<file path="config.mk">
export PLATFORM = sky130hd
export DESIGN_NAME = alu_cmd_driver
export DESIGN_NICKNAME = d
export VERILOG_FILES = /design/src/rtl/alu_pkg.sv /design/src/rtl/cmd_fifo.sv /design/src/rtl/alu_cmd_driver.sv
export SDC_FILE = /design/constraint.sdc
export NUM_CORES = 1
export LEC_CHECK = 0
export CAP_MARGIN = 40
export CORE_ASPECT_RATIO = 0.5
export CORE_MARGIN = 4
export CORE_UTILIZATION = 41
export DETAILED_ROUTE_END_ITERATION = 8
export PLACE_DENSITY = 0.75
export SLEW_MARGIN = 20
export SYNTH_ARGS = -nofsm -noshare
export SYNTH_HDL_FRONTEND = slang
export SYNTH_SLANG_ARGS = --single-unit
export TNS_END_PERCENT = 10
</file>
<file path="constraint.sdc">
create_clock -name clk -period 2.4 [get_ports clk]
set_input_delay 0.24 -clock clk [delete_from_list [all_inputs] [get_ports clk]]
set_output_delay 0.24 -clock clk [all_outputs]
set_load 0.02 [all_outputs]
</file>
<file path="src/rtl/alu_pkg.sv">
// Shared opcode, FSM-state and width definitions for the ALU command driver.
package alu_pkg;

  localparam int unsigned DEF_DATA_W     = 16;
  localparam int unsigned DEF_OP_W       = 4;
  localparam int unsigned DEF_FIFO_DEPTH = 4;
  localparam int unsigned DEF_CNT_W      = 16;

  localparam logic [DEF_OP_W-1:0] OP_NOP  = 4'h0;
  localparam logic [DEF_OP_W-1:0] OP_AND  = 4'h1;
  localparam logic [DEF_OP_W-1:0] OP_OR   = 4'h2;
  localparam logic [DEF_OP_W-1:0] OP_XOR  = 4'h3;
  localparam logic [DEF_OP_W-1:0] OP_ADD  = 4'h4;
  localparam logic [DEF_OP_W-1:0] OP_SUB  = 4'h5;
  localparam logic [DEF_OP_W-1:0] OP_MUL  = 4'h6;
  localparam logic [DEF_OP_W-1:0] OP_DIV  = 4'h7;
  localparam logic [DEF_OP_W-1:0] OP_MOD  = 4'h8;
  localparam logic [DEF_OP_W-1:0] OP_SHL  = 4'h9;
  localparam logic [DEF_OP_W-1:0] OP_SHR  = 4'hA;
  localparam logic [DEF_OP_W-1:0] OP_NOT  = 4'hB;
  localparam logic [DEF_OP_W-1:0] OP_INC  = 4'hC;
  localparam logic [DEF_OP_W-1:0] OP_DEC  = 4'hD;
  localparam logic [DEF_OP_W-1:0] OP_PASS = 4'hE;
  localparam logic [DEF_OP_W-1:0] OP_RST  = 4'hF;

  typedef enum logic [2:0] {
    ST_IDLE    = 3'd0,
    ST_ISSUE   = 3'd1,
    ST_CAPTURE = 3'd2,
    ST_RECOV   = 3'd3,
    ST_RESP    = 3'd4
  } state_e;

endpackage

</file>
<file path="src/rtl/cmd_fifo.sv">
// Small synchronous FIFO buffering upstream ALU commands.
module cmd_fifo #(
  parameter int unsigned WIDTH = 36,
  parameter int unsigned DEPTH = 4
) (
  input  logic             clk,
  input  logic             reset_n,
  input  logic             push,
  input  logic [WIDTH-1:0] wdata,
  input  logic             pop,
  output logic [WIDTH-1:0] rdata,
  output logic             full,
  output logic             empty
);

  localparam int unsigned PTR_W = (DEPTH > 1) ? $clog2(DEPTH) : 1;

  // Extra MSB distinguishes full from empty when the index bits match.
  logic [PTR_W:0]   wptr_q;
  logic [PTR_W:0]   rptr_q;
  logic [WIDTH-1:0] mem_q [DEPTH];
  logic             do_push;
  logic             do_pop;

  assign empty   = (wptr_q == rptr_q);
  assign full    = (wptr_q[PTR_W] != rptr_q[PTR_W]) &&
                   (wptr_q[PTR_W-1:0] == rptr_q[PTR_W-1:0]);
  assign do_push = push && !full;
  assign do_pop  = pop && !empty;
  assign rdata   = mem_q[rptr_q[PTR_W-1:0]];

  // Pointer update; pointers wrap naturally at DEPTH (power of two).
  always_ff @(posedge clk or negedge reset_n) begin
    if (!reset_n) begin
      wptr_q <= '0;
      rptr_q <= '0;
    end else begin
      if (do_push) wptr_q <= wptr_q + (PTR_W+1)'(1);
      if (do_pop)  rptr_q <= rptr_q + (PTR_W+1)'(1);
    end
  end

  // Storage array, written on accepted push.
  always_ff @(posedge clk) begin
    if (do_push) mem_q[wptr_q[PTR_W-1:0]] <= wdata;
  end

endmodule

</file>
<file path="src/rtl/alu_cmd_driver.sv">
// Sequences buffered commands onto the breadboard ALU and returns its results.
module alu_cmd_driver
  import alu_pkg::*;
#(
  parameter int unsigned DATA_W     = DEF_DATA_W,
  parameter int unsigned OP_W       = DEF_OP_W,
  parameter int unsigned FIFO_DEPTH = DEF_FIFO_DEPTH,
  parameter int unsigned CNT_W      = DEF_CNT_W
) (
  input  logic              clk,
  input  logic              reset_n,
  input  logic              cmd_valid,
  output logic              cmd_ready,
  input  logic [OP_W-1:0]   cmd_opcode,
  input  logic [DATA_W-1:0] cmd_a,
  input  logic [DATA_W-1:0] cmd_b,
  output logic [DATA_W-1:0] alu_a,
  output logic [DATA_W-1:0] alu_b,
  output logic [OP_W-1:0]   alu_opcode,
  input  logic [DATA_W-1:0] alu_result,
  input  logic              alu_error,
  output logic              rsp_valid,
  input  logic              rsp_ready,
  output logic [DATA_W-1:0] rsp_data,
  output logic              rsp_error,
  output logic [OP_W-1:0]   rsp_opcode,
  output logic              busy,
  output logic [CNT_W-1:0]  issued_cnt,
  output logic [CNT_W-1:0]  error_cnt
);

  localparam int unsigned CMD_W = OP_W + 2 * DATA_W;

  state_e            state_q;
  logic [DATA_W-1:0] alu_a_q;
  logic [DATA_W-1:0] alu_b_q;
  logic [OP_W-1:0]   alu_op_q;
  logic              rsp_valid_q;
  logic [DATA_W-1:0] rsp_data_q;
  logic              rsp_error_q;
  logic [OP_W-1:0]   rsp_opcode_q;
  logic [CNT_W-1:0]  issued_cnt_q;
  logic [CNT_W-1:0]  error_cnt_q;

  logic [CMD_W-1:0]  fifo_wdata;
  logic [CMD_W-1:0]  fifo_rdata;
  logic              fifo_full;
  logic              fifo_empty;
  logic              fifo_push;
  logic              fifo_pop;
  logic [OP_W-1:0]   head_op;
  logic [DATA_W-1:0] head_a;
  logic [DATA_W-1:0] head_b;

  assign fifo_wdata = {cmd_opcode, cmd_a, cmd_b};
  assign fifo_push  = cmd_valid && !fifo_full;
  assign fifo_pop   = (state_q == ST_IDLE) && !fifo_empty;
  assign head_op    = fifo_rdata[CMD_W-1 -: OP_W];
  assign head_a     = fifo_rdata[2*DATA_W-1 -: DATA_W];
  assign head_b     = fifo_rdata[DATA_W-1:0];

  cmd_fifo #(
    .WIDTH (CMD_W),
    .DEPTH (FIFO_DEPTH)
  ) u_cmd_fifo (
    .clk     (clk),
    .reset_n (reset_n),
    .push    (fifo_push),
    .wdata   (fifo_wdata),
    .pop     (fifo_pop),
    .rdata   (fifo_rdata),
    .full    (fifo_full),
    .empty   (fifo_empty)
  );

  // One-command-in-flight sequencer with registered ALU drive, response and counters.
  always_ff @(posedge clk or negedge reset_n) begin
    if (!reset_n) begin
      state_q      <= ST_IDLE;
      alu_a_q      <= '0;
      alu_b_q      <= '0;
      alu_op_q     <= OP_W'(OP_NOP);
      rsp_valid_q  <= 1'b0;
      rsp_data_q   <= '0;
      rsp_error_q  <= 1'b0;
      rsp_opcode_q <= '0;
      issued_cnt_q <= '0;
      error_cnt_q  <= '0;
    end else begin
      case (state_q)
        ST_IDLE: begin
          if (!fifo_empty) begin
            alu_a_q      <= head_a;
            alu_b_q      <= head_b;
            alu_op_q     <= head_op;
            rsp_opcode_q <= head_op;
            state_q      <= ST_ISSUE;
          end
        end
        ST_ISSUE: begin
          // ALU latches the command at this edge; park the opcode on NO-OP.
          alu_op_q <= OP_W'(OP_NOP);
          state_q  <= ST_CAPTURE;
        end
        ST_CAPTURE: begin
          if (rsp_opcode_q == OP_W'(OP_RST)) begin
            rsp_data_q  <= '0;
            rsp_error_q <= 1'b0;
            state_q     <= ST_RECOV;
          end else begin
            rsp_data_q  <= alu_result;
            rsp_error_q <= alu_error;
            rsp_valid_q <= 1'b1;
            state_q     <= ST_RESP;
          end
        end
        ST_RECOV: begin
          rsp_valid_q <= 1'b1;
          state_q     <= ST_RESP;
        end
        ST_RESP: begin
          if (rsp_ready) begin
            rsp_valid_q  <= 1'b0;
            issued_cnt_q <= issued_cnt_q + CNT_W'(1);
            error_cnt_q  <= error_cnt_q + CNT_W'(rsp_error_q);
            state_q      <= ST_IDLE;
          end
        end
        default: state_q <= ST_IDLE;
      endcase
    end
  end

  assign cmd_ready  = !fifo_full;
  assign busy       = (state_q != ST_IDLE) || !fifo_empty;
  assign alu_a      = alu_a_q;
  assign alu_b      = alu_b_q;
  assign alu_opcode = alu_op_q;
  assign rsp_valid  = rsp_valid_q;
  assign rsp_data   = rsp_data_q;
  assign rsp_error  = rsp_error_q;
  assign rsp_opcode = rsp_opcode_q;
  assign issued_cnt = issued_cnt_q;
  assign error_cnt  = error_cnt_q;

endmodule

</file>
* Word level (Yosys, flattened, before mapping) *
Memories as Yosys holds them, arrays and structs flattened.
Cells that the tools add are included.

storage, ports and cells
  register bits = 99
  bits in writable memories = 144
  input bits = 57
  output and inout port bits = 92
  memories kept = 1

operators by class
  add/subtract/negate cells = 4
  eq/ne operators = 11
  mux-type cells = 13
  bitwise gates (word level) = 1
  reductions and logical operators = 17

memories
  name              words  bits a word  rd ports  clocked after memory_dff  write ports  line            source
  u_cmd_fifo.mem_q  4      36           1         0                         1            cmd_fifo.sv:21  logic [WIDTH-1:0] mem_q [DEPTH];

operators by type and width
  cell                   count
  $add 16x1->16          1
  $add 16x1->16 const B  1
  $mux 16                1
  $pmux 3 s5             1
  $mux 3                 3
  $pmux 4 s2             1
  $reduce_and 2->1       4
  $add 3x1->3 const B    2
  $eq 3x2->1 const B     2
  $ne 2x2->1 const B     3
  $reduce_bool 3->1      2
  $logic_and 1x1->1      5
  $mux 1                 5
  $eq 4x4->1 const B     1
  $mux 4                 1
  $eq 3x1->1 const B     1
  $eq 3x3->1             1
  $eq 3x3->1 const B     1
  $logic_not 3->1        1
  $pmux 1 s3             1
  $reduce_and 3->1       1
  $eq 2x2->1             1
  $logic_not 1->1        2
  $reduce_bool 2->1      1
  3 further kinds        3

* Logic depth before layout (Yosys ltp) *
Gate-level depths: netlist of run 1.

  depth after elaboration = 7
  gate-level depth with buffers = 6
  mapped depth without buffers = 6

* Modules after synthesis *
A second synthesis of run 1 with hierarchy kept.

second synthesis, totals
  cells, all modules = 530
  area total of the unflattened synthesis = 9520.4 um^2

modules (own cells, without submodules)
  module          times used  cells each  area an instance (um^2)  sequential area each (um^2)
  cmd_fifo        1           239         5699.2                   4474.3
  alu_cmd_driver  1           291         3821.2                   2327.2

* Least setup slack after synthesis of run 1 *
OpenSTA, ideal clock, no wires.

  path kind = register to register
  start = register u_cmd_fifo.wptr_q[0]
  end = memory u_cmd_fifo.mem_q[3][0], enable pin
  library setup time = 398 ps
  data arrival time = 1906 ps
  path slack = 96 ps
  cell stages (with the launch flop) = 4
  cells stage by stage = dfrtp_1 xnor2_1 nand3_1 and3_1

between the ends
  longest elaborated chain between the ends = 7

RTL lines
  element                           line                  source
  from (decl)                       cmd_fifo.sv:19        logic [PTR_W:0] wptr_q;
  from (signal assigned)            cmd_fifo.sv:38        if (do_push) wptr_q <= wptr_q + (PTR_W+1)'(1);
  $eq 2x2->1 (*)                    cmd_fifo.sv:27        (wptr_q[PTR_W-1:0] == rptr_q[PTR_W-1:0]);
  $logic_and 1x1->1 (*)             cmd_fifo.sv:26        assign full = (wptr_q[PTR_W] != rptr_q[PTR_W]) &&
  $logic_not 1->1 (*)               --
  via cmd_ready                     alu_cmd_driver.sv:13  output logic cmd_ready,
  $logic_and 1x1->1                 alu_cmd_driver.sv:56  assign fifo_push = cmd_valid && !fifo_full;
  $logic_and 1x1->1 (*)             cmd_fifo.sv:28        assign do_push = push && !full;
  $mux 1 (*)                        cmd_fifo.sv:45        if (do_push) mem_q[wptr_q[PTR_W-1:0]] <= wdata;
  $mux 1 (implied by the code) (*)  cmd_fifo.sv:45
  to (decl)                         cmd_fifo.sv:21

Mark *: on every way through the listed nets, which the timed path passes. The rest lies on a longest branch.

* Worst setup path in the final report of run 1 *
  start = register u_cmd_fifo.wptr_q[2]
  end = output cmd_ready

between the ends
  longest elaborated chain between the ends = 3

RTL lines
  element            line                   source
  $ne 1x1->1         cmd_fifo.sv:26
  $logic_and 1x1->1  cmd_fifo.sv:26
  $logic_not 1->1    alu_cmd_driver.sv:134  assign cmd_ready = !fifo_full;
  to (decl)          alu_cmd_driver.sv:13

Every way passes these cells.

==> impl_results.md, run 1 <==
* Final Cycle Share at 98.0%
* Post-CTS Repair Setup Buffers at 0
* Number of I/O port buffers at 148
* Share of the synthesized area in the top cell type at 46.4%
* Synthesis-to-finish area growth at 30.3%
* Synthesized cell area at 0.00932 sq mm
* Setup Viol. Count Final at 0
* Core area at 0.0220 sq mm
* Outcome: completed
* Total Wirelength at 18600 microns
* GRT Util Overall at 14.3%
* Ranking of synthesized cells by area: edfxtp_1 46%, dfrtp_1 27%, mux4_2 8.7%
* Worst-Margin Slew at 0.674 ns
* Residual DRC count at 0
* Min-delay worst type: in -> async
* Worst VDD drop at 0.593 mV
* Initial Util at 42.3%
* Synthesized instance count at 505
* Synth Area per Inst at 18.5 sq um
* Hold WS at 0.209 ns
* Worst skew pair latency at 0.52 ns
* Full die area at 0.0254 sq mm
* Worst slew margin at 55.0%
* CTS max path bufs at 3
* First-pass GRT wire length at 29100 microns
* Max Fclk at 0.425 GHz
* Clock slew at reported path FFs at 0.07 ns
* Post-route ant nets at 0
* Largest net degree at the start of global routing at 39
* Final hold violations at 0
* Clock Tree Root: clkbuf_16
* Max-Cap Viols at 0
* Antenna violations before repair at 3
* GP Congestion at 0.808
* RSZ-0062 raised after global routing: true
* Ys async rst share at 40.7%
* HPWL after DPL at 12200 microns
* Gr ovfl total at 0
* Filler Cells Inserted at 1677
* Most frequent cell after synthesis: edfxtp_1
* Clk sinks at 243
* Layout cells sized above 1 at 20.8%
* Unique masters post-synth at 37
* Initial DRC count at 392
* Yosys reg bits at 243
* Die width at 221 microns
* CTS buffer count at 23
* Vias in the first global route at 5286
* Number of flops mapped to enable cells by yosys at 144
* Crit path DAT at 2.11 ns
* Crit start category: flop
* WL/cell at 18.6 microns
* Ports at 149
* Sequential area share after synthesis at 73.0%
* Vias per cell at 5.01
* Power, Total at 0.0160 W
* Row count at 38
* Tmin final at 2.35 ns
* P_leak at 4.58 nW
* Htree depth at 1
* Synth warn at 0
* Nets at 745
* Router iterations before antenna repair at 4
* CTS tree: yes
* Critical path type: reg -> out
* Pins Over Slew Limit at 0
* Primary FF master, synth: edfxtp_1
* Syn_nets at 571
* Most instantiated cells after synthesis: 144 x edfxtp_1, 99 x dfrtp_1, 36 x mux4_2
* Setup crit end kind: output pin
* Setup Skew at 0.0190 ns
* Die Span Y at 115 microns
* CP required at 2.16 ns
* Vias post-DR at 4995
* Crit path max fanout at 5
* Cell taking the most area after synthesis: edfxtp_1
* Setup TNS Final at 0 ns
* Power per cell area at 1310 mW/mm^2
==> stage by stage <==
step / util [%] / cells / setup slack [ns] / area, sq um
global route: 55.1 / 997 / -0.0167 / 12100
CTS: 55.0 / 995 / 0.0432 / 12100
finish: 55.1 / 997 / 0.0471 / 12100
global placement: 51.1 / 949 / 0.344 / 11200
detailed placement: 51.4 / 952 / 0.328 / 11300
floorplan: - / 505 / 0.0958 / 9320
==> placed cells by master (no fill, tap or decap), types with 17 or more instances in the layout <==
cell             count
a22o_1              17
clkbuf_16           23
clkdlybuf4s50_1    146
dfrtp_1             97
edfxtp_1           144
mux2_2              35
mux4_2              36
nand2_1             31
xnor2_1             22
==> worst max-delay path, cell delays in order, from the launching register on <==
cell,delay (ns)
dfrtp_1,0.43
xor2_1,0.25
nand3_1,0.20
buf_4,0.19
clkdlybuf4s50_1,0.53
==> where the power goes <==
group	switching (W)	total (W)	leakage [nW]	internal, W
clock network	0.00155	0.00371	0.386	0.00216
registers	0.000570	0.00628	2.56	0.00571
logic	0.00286	0.00596	1.63	0.00310
total	0.00498	0.0160	4.58	0.0110
==> registers in the layout, summed over array words and instances (netlist names), 4 cells and up <==
| register | count |
|---|---|
| alu_a | 16 |
| alu_b | 16 |
| alu_opcode | 4 |
| error_cnt | 16 |
| issued_cnt | 16 |
| rsp_data | 16 |
| rsp_opcode | 4 |
| u_cmd_fifo.mem_q | 144 |
==> final cells by class <==
cell class                 count  area [sq um]  share of cell area [%]
antenna                        1          2.50                  0.0206
clock buffer                  30           616                    5.07
clock inverter                12           155                    1.28
inverter                       5          18.8                   0.155
multi-input combinational    237          2410                    19.9
sequential                   243          6800                    56.1
tap                          300           375                    3.09
timing repair buffer         169          1760                    14.5
==> repair_timing <==
action                                  in CTS  in global routing
endpoints found under the setup margin       1                  2
hold endpoints to repair                    27                  0
resized for setup                            1                  1
hold buffers                                 1                  0
==> per-layer routing <==
layer | routed length (microns) | track usage (%) | up-vias
li1 | - | - | 2284
met1 | 7760 | 18.0 | 2571
met2 | 9750 | 25.6 | 112
met3 | 752 | 3.18 | 24
met4 | 284 | 3.49 | 4
met5 | 25 | 0 | -
==> logic make-up after synthesis <==
family / Yosys count / share of synthesized area, %
XOR/XNOR: 37 / 3.48
multiplexers: 72 / 13.0
flip-flops: 243 / 73.0
buffers and inverters: 25 / 1.36
AO/OA/AOI/OAI: 28 / 2.54
AND/OR/NAND/NOR: 91 / 5.40
adder cells (fa/ha/maj): 9 / 1.21
==> worst paths after layout <==
path / start / endpoint / slack, ns / cells after the start
max in group asynchronous: reset_n / rsp_opcode[2] / 1.54 / 3
worst max-delay path: u_cmd_fifo.wptr_q[2] / cmd_ready / 0.05 / 4
worst min-delay path: reset_n / rsp_data[5] / 0.21 / 2
min in group clk: alu_result[8] / rsp_data[8] / 0.33 / 2
worst min register to register: issued_cnt[15] / issued_cnt[15] / 0.47 / 1
worst max register to register: u_cmd_fifo.wptr_q[0] / u_cmd_fifo.mem_q[1][28] / 0.40 / 4
(Power assumes the default switching activity.)
==> run 2, diff against run 1 <==
--- a/config.mk
+++ b/config.mk
@@ -8,9 +8,9 @@
 export CAP_MARGIN = 40
 export CORE_ASPECT_RATIO = 0.5
 export CORE_MARGIN = 4
-export CORE_UTILIZATION = 41
+export CORE_UTILIZATION = 53
 export DETAILED_ROUTE_END_ITERATION = 8
-export PLACE_DENSITY = 0.75
+export PLACE_DENSITY = 0.9
 export SLEW_MARGIN = 20
 export SYNTH_ARGS = -nofsm -noshare
 export SYNTH_HDL_FRONTEND = slang
==> impl_results.md, run 2 (same netlist as run 1, synthesis figures left out) <==
* Row count at 33
* WL/cell at 21.9 microns
* Critical path type: reg -> out
* Largest net degree at the start of global routing at 55
* Setup Viol. Count Final at 0
* Post-CTS Repair Setup Buffers at 0
* Setup Skew at 0.0110 ns
* First-pass GRT wire length at 30800 microns
* Slowest CP cell: dfrtp_1
* Core area at 0.0168 sq mm
* Gr ovfl total at 0
* GRT Util Overall at 20.1%
* Max Fclk at 0.418 GHz
* Die width at 196 microns
* Number of I/O port buffers at 148
* Layout cells sized above 1 at 19.9%
* Max reg flops at 144
* Post-route ant nets at 0
* Setup TNS Final at 0 ns
* Vias post-DR at 5162
* CP bufs+invs at 2
* Tmin final at 2.39 ns
* CTS tree: yes
* Die Span Y at 102 microns
* GP Congestion at 0.807
* Crit path max fanout at 5
* Critical path's largest stage delay at 0.48 ns
* Filler Cells Inserted at 1048
* CP required at 2.16 ns
* Antenna violations before repair at 0
* Worst slew margin at 53.4%
* Vias per cell at 5.64
* Dpl cell area at 0.0112 sq mm
* Initial Util at 55.5%
* Setup crit end kind: output pin
* Total Wirelength at 20100 microns
* CTS max path bufs at 3
* Most common cell after layout, fill and taps aside: clkdlybuf4s50_1
* Vias in the first global route at 5469
* Htree depth at 1
* Area occupied by multi-input gates at 0.00242 sq mm
* Router iterations before antenna repair at 4
* Full die area at 0.0199 sq mm
* Outcome: completed
* Nets at 740
* Power per cell area at 1310 mW/mm^2
* Busiest grt layer: met2
* Clock Tree Root: clkbuf_16
* HPWL after DPL at 12700 microns
* Most frequent cells in the layout: 146 x clkdlybuf4s50_1, 144 x edfxtp_1, 97 x dfrtp_1
* Worst r2r src: u_cmd_fifo.wptr_q[1]
* Met1 Use GR at 25.5%
* Residual DRC count at 0
* Final hold violations at 0
* Ports at 149
* Worst-Margin Slew at 0.699 ns
* Worst VDD drop at 0.840 mV
* Crit path DAT at 2.15 ns
* M3 GR Usage at 3.82%
* Hold WS at 0.331 ns
* Pins Over Slew Limit at 0
* Crit path max-delay family: buffers and inverters
* N_diodes at 0
* Max-Cap Viols at 0
* Min-delay worst type: in -> async
* CTS buffer count at 21
* Clk sinks at 243
* Synthesis-to-finish area growth at 27.5%
* Crit start category: flop
* Clock slew at reported path FFs at 0.06 ns
* Met2 Usage GRT at 36.3%
* Finished Cell Area at 0.0119 sq mm
* P_leak at 4.49 nW
* Worst skew pair latency at 0.50 ns
* Crit-path cells: xnor2_2 > buf_4 > nand3_1 > or2_2 > dlygate4sd2_1
* Final Cycle Share at 99.7%
* Initial DRC count at 370
* CP startpoint: u_cmd_fifo.wptr_q[1]
* Sequential Area at 0.00680 sq mm
-- run 2: changes by cell type in the layout (fill, tap and decap cells not counted), moves of 2 or more --
| cell | previous run | this run |
|---|---|---|
| buf_12 | 3 | 5 |
| buf_16 | 4 | 1 |
| buf_4 | 14 | 12 |
| bufinv_16 | 3 | 0 |
| clkbuf_8 | 1 | 3 |
| clkinv_1 | 0 | 2 |
| clkinv_2 | 6 | 4 |
-- run 2: where the power goes --
| group | total, W | internal [W] | leakage, nW | switching (W) |
|---|---|---|---|---|
| Sequential | 0.00638 | 0.00571 | 2.56 | 0.000673 |
| Clock | 0.00326 | 0.00178 | 0.326 | 0.00147 |
| Combinational | 0.00598 | 0.00304 | 1.61 | 0.00294 |
| Total | 0.0156 | 0.0105 | 4.49 | 0.00509 |
-- run 2: layout make-up --
| type | instances | share of cell area (%) |
|---|---|---|
| clock buffers | 30 | 5.14 |
| repair buffers | 166 | 14.3 |
| flip-flops and latches | 243 | 57.3 |
| multi-input cells | 237 | 20.4 |
| well taps | 227 | 2.39 |
| clock inverters | 8 | 0.379 |
| inverters | 5 | 0.158 |
-- run 2: through the flow --
step           util [%]  power (W)  setup slack [ns]  cells
2_1_floorplan         -    0.00992            0.0958    505
5_1_grt            70.7     0.0163           -0.0691    916
3_5_place_dp       66.5     0.0123             0.288    876
6_report           70.7     0.0156           0.00735    916
3_3_place_gp       66.0     0.0119             0.338    872
4_1_cts            70.4     0.0157            0.0262    915
-- run 2: worst reg2reg max path: stages, from the launching register on --
cell and delay, ns:
dfrtp_1 0.48, xnor2_2 0.20, nand3_1 0.20, and3_2 0.55, buf_12 0.27
-- run 2: path summary, 6_finish.rpt --
check	cells after the start	endpoint	slack [ns]
worst max-delay path	5	busy	0.007
worst min-delay path	2	rsp_data[7]	0.33
worst max register to register	4	u_cmd_fifo.mem_q[3][12]	0.40
worst min register to register	1	issued_cnt[15]	0.47
max in group asynchronous	3	alu_b[15]	1.36
min in group clk	2	rsp_error	0.33
-- run 2: routing by layer --
metal,part of all wire (%),vias to the layer above,wire length [microns]
met2,53,155,10600
li1,-,2267,-
met5,0,-,0
met1,40,2706,8090
met4,2.2,0,446
met3,5.0,34,1010
-- run 2: timing repair --
item                                   CTS  global route
setup endpoints to repair                1             1
endpoints found under the hold margin   50             0
hold buffers                             1             0
cloned                                   0             0
pin swaps                                0             0
resized for setup                        1             2
==> run 3, diff against run 2 <==
--- a/config.mk
+++ b/config.mk
@@ -7,8 +7,9 @@
 export LEC_CHECK = 0
 export CAP_MARGIN = 40
 export CORE_ASPECT_RATIO = 0.5
-export CORE_MARGIN = 4
+export CORE_MARGIN = 1
 export CORE_UTILIZATION = 53
+export CTS_CLUSTER_SIZE = 24
 export DETAILED_ROUTE_END_ITERATION = 8
 export PLACE_DENSITY = 0.9
 export SLEW_MARGIN = 20
==> impl_results.md, run 3 (same netlist as run 1, synthesis figures left out) <==
* Pins Over Slew Limit at 0
* Busiest grt layer: met2
* Met2 Usage GRT at 37.5%
* GRT Util Overall at 21.9%
* Htree depth at 1
* Ports at 149
* Share of power burned in registers at 40.2%
* Post-route ant nets at 0
* Initial Util at 55.6%
* Placed Instances at 878
* Initial DRC count at 257
* HPWL after DPL at 12400 microns
* Gr ovfl total at 0
* Max-Cap Viols at 0
* Min-delay worst type: in -> async
* Layout cells sized above 1 at 20.9%
* M3 GR Usage at 4.23%
* Post-Layout Cell Count at 917
* Setup TNS Final at 0 ns
* N_diodes at 0
* Power per cell area at 1330 mW/mm^2
* WL/cell at 21.4 microns
* Comb power frac at 38.4%
* Crit path max fanout at 5
* Largest net degree at the start of global routing at 41
* Met1 Use GR at 28.8%
* P_leak at 4.51 nW
* Setup Skew at 0.00605 ns
* Dpl ws at 0.299 ns
* Total Wirelength at 19600 microns
* Clock Tree Root: clkbuf_16
* Worst skew pair latency at 0.50 ns
* Die Span Y at 95.8 microns
* Setup Viol. Count Final at 0
* Clock slew at reported path FFs at 0.07 ns
* Setup ws final at 0.0200 ns
* Worst slew margin at 49.5%
* Router iterations before antenna repair at 4
* Nets at 741
* Final Cycle Share at 99.2%
* Number of I/O port buffers at 148
* Outcome: completed
* First-pass GRT wire length at 29700 microns
* Switching fraction of total power at 32.4%
* Core area at 0.0168 sq mm
* CTS max path bufs at 3
* Max reg flops at 144
* Clk sinks at 243
* Tmin final at 2.38 ns
* CTS buffer count at 21
* Psw at 0.00512 W
* Most common cell after layout, fill and taps aside: clkdlybuf4s50_1
* Full die area at 0.0181 sq mm
* Worst VDD drop at 0.759 mV
* Max Fclk at 0.420 GHz
* Crit path DAT at 2.14 ns
* Critical path type: reg -> out
* Final hold violations at 0
* Clock power frac at 21.4%
* Vias in the first global route at 5306
* Power Internal at 0.0107 W
* Antenna violations before repair at 0
* Post-CTS Repair Setup Buffers at 0
* Vias per cell at 5.62
* Setup crit end kind: output pin
* Worst-Margin Slew at 0.758 ns
* GP Congestion at 0.811
* Vias post-DR at 5156
* CP required at 2.16 ns
* Residual DRC count at 0
* Row count at 33
* Die width at 190 microns
* CTS tree: yes
* Crit start category: flop
* Synthesis-to-finish area growth at 28.1%
* Most frequent cells in the layout: 146 x clkdlybuf4s50_1, 144 x edfxtp_1, 94 x dfrtp_1
run 3: cell count changes in the layout (fill, tap and decap cells not counted), sizes merged:
cell | before | now
buf | 18 | 19
clkdlybuf4s15 | 0 | 1
clkinv | 7 | 10
clkbuf | 30 | 25
bufinv | 0 | 2
dlygate4sd2 | 1 | 0
run 3: final timing paths:
check / end / from / slack [ns] / cells after the start
min reg2reg: error_cnt[15] / error_cnt[15] / 0.47 / 1
max reg2reg: rsp_opcode[0] / u_cmd_fifo.rptr_q[0] / 0.28 / 4
max: busy / u_cmd_fifo.wptr_q[1] / 0.02 / 5
min: rsp_data[12] / reset_n / 0.26 / 2
max in group asynchronous: alu_b[14] / reset_n / 1.42 / 3
min in group clk: rsp_data[11] / alu_result[11] / 0.34 / 2
run 3: critical path: stages (launching register included):
cell and delay (ns):
dfrtp_2 0.46, xnor2_2 0.25, buf_4 0.18, nand3_1 0.11, or2_2 0.33, clkdlybuf4s15_1 0.30
run 3: through the flow:
| step | area (sq um) | hold slack [ns] | util (%) | total power (W) |
|---|---|---|---|---|
| after CTS | 11900 | 0.259 | 71.0 | 0.0158 |
| after global placement | 11100 | 0.241 | 66.3 | 0.0119 |
| after floorplan | 9320 | -0.0556 | - | 0.00992 |
| after global routing | 11900 | 0.302 | 71.2 | 0.0165 |
| final | 11900 | 0.264 | 71.2 | 0.0158 |
| after detailed placement | 11200 | 0.246 | 66.8 | 0.0124 |
run 3: power by group through the flow:
stage / Sequential [W] / Combinational (W) / Clock (W)
floorplan: 0.00685 / 0.00307 / 0
CTS: 0.00632 / 0.00606 / 0.00344
detailed placement: 0.00637 / 0.00600 / 0
global placement: 0.00629 / 0.00564 / 0
finish: 0.00636 / 0.00608 / 0.00339
global route: 0.00646 / 0.00642 / 0.00362
run 3: layout make-up:
class / count / area (sq um)
flip-flops and latches: 243 / 6810
fillers: 1025 / 4830
multi-input cells: 237 / 2440
repair buffers: 167 / 1700
clock buffers: 25 / 571
well taps: 227 / 284
clock inverters: 13 / 110
inverters: 5 / 18.8
run 3: layer usage:
layer | vias up | part of all wire [%] | wire, microns
met3 | 36 | 5.4 | 1050
met5 | - | 0 | 0
met1 | 2663 | 41 | 7950
met2 | 185 | 52 | 10200
met4 | 0 | 2.2 | 431
li1 | 2272 | - | -
run 3: repair_timing:
item                                    CTS  global route
hold endpoints to repair                 37             0
endpoints found under the setup margin    2             2
hold buffers                              1             0
gates resized for setup                   4             7
pin swaps                                 0             1
